==> src/rtl/stream_demux.sv <==
// Routes one upstream word per cycle to one of N_OUT single-slot output channels; STREAM_DEMUX_COUNT_EN adds per-channel transfer counters.
// Latency: 1 cycle from upstream accept to down_valid. Backpressure: up_ready follows the selected slot only,
// so a stalled channel never blocks traffic to other channels; out-of-range selects are always accepted and dropped.
module stream_demux #(
    parameter int N_OUT = 4,
    parameter int W     = 8
) (
    input  logic                       clk,
    input  logic                       rst,
    input  logic                       up_valid,
    output logic                       up_ready,
    input  logic [W-1:0]               up_data,
    input  logic [$clog2(N_OUT)-1:0]   up_sel,
    output logic [N_OUT-1:0]           down_valid,
    input  logic [N_OUT-1:0]           down_ready,
    output logic [N_OUT*W-1:0]         down_data,
    output logic                       err_drop
`ifdef STREAM_DEMUX_COUNT_EN
    ,
    output logic [N_OUT*16-1:0]        count
`endif
);

    localparam int SW = $clog2(N_OUT);

    logic [N_OUT-1:0]   full;
    logic [N_OUT-1:0]   hit;
    logic [N_OUT-1:0]   acc;
    logic [N_OUT-1:0]   drain;
    logic [N_OUT*W-1:0] data_q;
    logic               in_range;

    // up_ready is derived from slot state and down_ready only, never from up_valid.
    always_comb begin
        hit      = '0;
        in_range = (32'(up_sel) < 32'(N_OUT));
        for (int i = 0; i < N_OUT; i++) begin
            hit[i] = (up_sel == SW'(i));
        end
        up_ready = ~in_range | (|(hit & (~full | down_ready)));
        acc      = hit & {N_OUT{up_valid & up_ready & in_range}};
        drain    = full & down_ready;
    end

    always_ff @(posedge clk) begin
        if (rst) begin
            full     <= '0;
            err_drop <= 1'b0;
        end else begin
            full     <= acc | (full & ~drain);
            err_drop <= up_valid & ~in_range;
        end
    end

    // Payload needs no reset: it is only observed while its slot is full.
    always_ff @(posedge clk) begin
        for (int i = 0; i < N_OUT; i++) begin
            if (acc[i]) begin
                data_q[i*W +: W] <= up_data;
            end
        end
    end

    assign down_valid = full;
    assign down_data  = data_q;

`ifdef STREAM_DEMUX_COUNT_EN
    always_ff @(posedge clk) begin
        if (rst) begin
            count <= '0;
        end else begin
            for (int i = 0; i < N_OUT; i++) begin
                if (drain[i] && (count[i*16 +: 16] != 16'hFFFF)) begin
                    count[i*16 +: 16] <= count[i*16 +: 16] + 16'd1;
                end
            end
        end
    end
`endif

endmodule

==> config.mk <==
export PLATFORM = sky130hd
export DESIGN_NAME = stream_demux
export DESIGN_NICKNAME = d
export VERILOG_FILES = /design/src/rtl/stream_demux.sv
export SDC_FILE = /design/constraint.sdc
export NUM_CORES = 1
export LEC_CHECK = 0
export CAP_MARGIN = 10
export CORE_MARGIN = 2
export CORE_UTILIZATION = 43
export DETAILED_ROUTE_END_ITERATION = 10
export PLACE_DENSITY = 0.83
export SLEW_MARGIN = 20
export SYNTH_ARGS = -nofsm -noshare
export SYNTH_HDL_FRONTEND = slang
export SYNTH_SLANG_ARGS = --single-unit
==> constraint.sdc <==
create_clock -name clk -period 2.2 [get_ports clk]
set_input_delay 0.22 -clock clk [delete_from_list [all_inputs] [get_ports clk]]
set_output_delay 0.22 -clock clk [all_outputs]
set_load 0.05 [all_outputs]
* Word level (Yosys, flattened, before mapping)
Cells that the tools add are included.
Storage, ports and cells: flip-flop bits (word level) 36, input port bits 17, output and inout port bits 38
Cells by class: equal/unequal tests 3, bitwise operators 9, reduce and logical (&&, ||, !) cells 2
Operator list (count):
- 4-bit AND | 4
- 4-bit NOT | 2
- 4-bit OR | 2
- 2-bit equality test, second input constant | 2
- 4-bit OR reduction | 1
- 2-bit by 1-bit equality test with 1-bit output, second input constant | 1
- 2-bit zero test | 1
- 1-bit AND | 1

* Logic depth before layout (Yosys ltp)
depth after elaboration 7, gate-level depth with buffers 2, gate-level depth less buffers 2

* Worst setup path before layout
OpenSTA, ideal clock, no wires.
kind reg2out, start point reg full[1], in the netlist down_valid[1], end point out up_ready, arrival 1.370 ns, required time 1.980 ns, path slack 0.610 ns, cell stages (with the launch flop) 3, path buffers 0, cells stage by stage dfxtp_1 -> nand2b_1 -> mux4_2
Between the ends: word-level cells in the longest chain between the ends 4
RTL lines:
- start: declaration | RTL line 26 | logic [N_OUT-1:0] full;
- start signal: assignment | RTL line 50 | full <= acc | (full & ~drain);
- 4-bit NOT | RTL line 40 | up_ready = ~in_range | (|(hit & (~full | down_ready)));
- 4-bit OR | RTL line 40
- 4-bit AND | RTL line 40
- 4-bit OR reduction | RTL line 40
- end: declaration | RTL line 11 | output logic up_ready,
Every way passes these cells.

* Worst setup path in the final report
start point reg full[2], in the netlist down_valid[2], end point out down_valid[2]
RTL lines:
- end: declaration | RTL line 14 | output logic [N_OUT-1:0] down_valid,
No word-level cell between the ends.

==> metrics.cfg <==
[clock_network]
cts.htree.levels=2
cts_setup_buffers=0
insertion_delay_ns=0.32
cts_buffer_depth=2
tritoncts=built
hold_buffers=0
clkSlewWorstSetupHoldPaths_ns=0.09
cts_resized=0
cts-root-buf=clkbuf_4
clock_sinks=36
cts_made_buffers=5

[yosys]
synthDistinctLibCells=13
synth_edf_count=32
netlist_instances=55
synth_area_leaders=edfxtp_1 (80%), dfxtp_1 (6.7%), nand2b_4 (3.4%)
yosysWarnings=0
synth_seq_cells=36
ys_seq_area_share_pct=86.8
async_reset_ff_share_pct=0
yosys-top-cells-count=edfxtp_1 (32), dfxtp_1 (4), nor2b_1 (4)
synth_top_area_share_pct=80.1
synth_top_area_cell=edfxtp_1
synth_nets=72
syn_avg_cell_area_um2=21.8
synth_area_um2=1200
synth_most_common_cell=edfxtp_1
ys.flop_type=edfxtp_1

[worst_setup_path]
critPathLaunch=down_valid[2]
cp_slowest_stage_delay_ns=0.83
cp_top_family=buffers and inverters
critPathMaxFanout=2
crit_required_ns=1.98
cp-start-kind=flip-flop
path_buf_inv=1
worstSetupPathType=flip-flop to primary output
arrival_ns=1.54
end_kind=primary output
cp_slowest_cell=clkdlybuf4s50_1
r2r-start=down_valid[1]
r2r_cells=3
path_cells=clkdlybuf4s50_1
path_depth=1
worstReg2RegEnd=down_data[9]
rrSetupSlack_ns=1.16

[min_path]
hold_class=flip-flop to flip-flop
hp-start=down_valid[0]
hold_depth=2
holdPathEnd=down_valid[0]

[placed_design]
placed_area_um2=1790
io_buffer_count=53
dpl.hpwl_mm=1.73
dp.cells=142
routabilityCongestion=0.704

[floorplan]
start_util_pct=44.3
rows=19
pin_count=55
core_area_um2=2710
die_h_um=56.8
die_area_um2=3230
die_x_um=56.8

[pwr]
ir_drop_uv=556
cellPowerDensity_nw_per_um2=676
finalPower_mw=1.24
p_leak_nw=0.630

[timing]
hold_viol=0
tns_ns=0
holdWs_ns=0.505
period_needed_ns=1.76
fin_crit_sh_pct=80.2
drv_slew=0
clock_skew_ns=0.00468
fmax_ghz=0.567
slew_headroom_pct=65.2
setup_viol=0
rsz0062_at_grt=false
tightestPinTransition_ns=0.521

[outcome]
status=finished clean

[layout]
diodes=0
stdcell_area_um2=1830
syn2layout_area_growth_pct=52.9
layout-drive-gt1-share_pct=12.7
nets=135
final_cells=149

[drt]
dr_total_vias=700
dr.pass1.iters=3
viasPerCell=4.70
routed_wl_mm=2.23
ant_nets=0
wl_per_cell_um=15.0
drt_iter0_drc=5
drcViolationCount=0

[grt]
grtUsageTotal_pct=14.9
grt_pass1_wl_mm=3.35
antenna_found_initial=0
grt_pass1_vias=696
grt_overflow=0
grt_max_degree=11

[flow_run]
maxCapViolations=0

## per-layer routing
layer	GRT usage, %	part of all wire (%)	wire length, um
met3	8.76	11	250
met4	5.98	2.0	44
met5	0	0	0
met2	24.9	51	1140
met1	15.1	36	794
## cells in the final DEF, fill, tap and decap left out, drive strengths merged
master         count
a21oi              4
buf                5
clkbuf             5
clkdlybuf4s50     52
clkinv             2
conb               1
dfxtp              4
edfxtp            32
mux4               1
nand2b             4
nand3              1
nand3b             2
nor2b              4
or3b               1
## where the power goes
| group | internal (mW) | total, mW | switching [mW] |
|---|---|---|---|
| clock network | 0.111 | 0.295 | 0.184 |
| registers | 0.766 | 0.773 | 0.00686 |
| logic | 0.0674 | 0.172 | 0.104 |
| total | 0.945 | 1.24 | 0.295 |
## area by class of cell
cell class,count,area [um2]
Timing Repair Buffer,57,558
Tap cell,31,38.8
Sequential cell,36,1040
Multi-Input combinational cell,18,151
Clock buffer,5,37.5
Fill cell,197,876
Clock inverter,2,7.51
## metrics by stage
| stage | worst slack, ns | utilization, % |
|---|---|---|
| final | 0.436 | 67.7 |
| after global routing | 0.368 | 67.7 |
| after CTS | 0.403 | 67.7 |
| after detailed placement | 0.468 | 66.0 |
| after global placement | 0.490 | 66.0 |
| after floorplan | 0.610 | - |
## cells by family (layout without fill, tap and decap cells)
group	Yosys count	in the layout	share of synthesized area, %
AO/OA/AOI/OAI	4	4	1.98
buffers and inverters	1	64	0.626
flip-flops	36	36	86.8
multiplexers	1	1	1.88
other	1	1	0.313
AND/OR/NAND/NOR	12	12	8.45
## tightest hold or removal path, delay by kind of cell, from the launching register on
kind	cells	cell delay [ns]
DFF	1	0.34
and+or+nand+nor	1	0.08
AOI/OAI and AO/OA	1	0.04
## sequential cells by signal (all words and copies together) (netlist names)
name,cells
down_valid,4
down_data,32
## worst max path at each step
stage	to	slack [ns]
after CTS	down_valid[2]	0.40
final	down_valid[2]	0.44
after global placement	down_data[3]	0.49
after global routing	down_valid[2]	0.37
after detailed placement	down_data[2]	0.47
after floorplan	up_ready	0.61
Power figures use the tool's default switching activity.
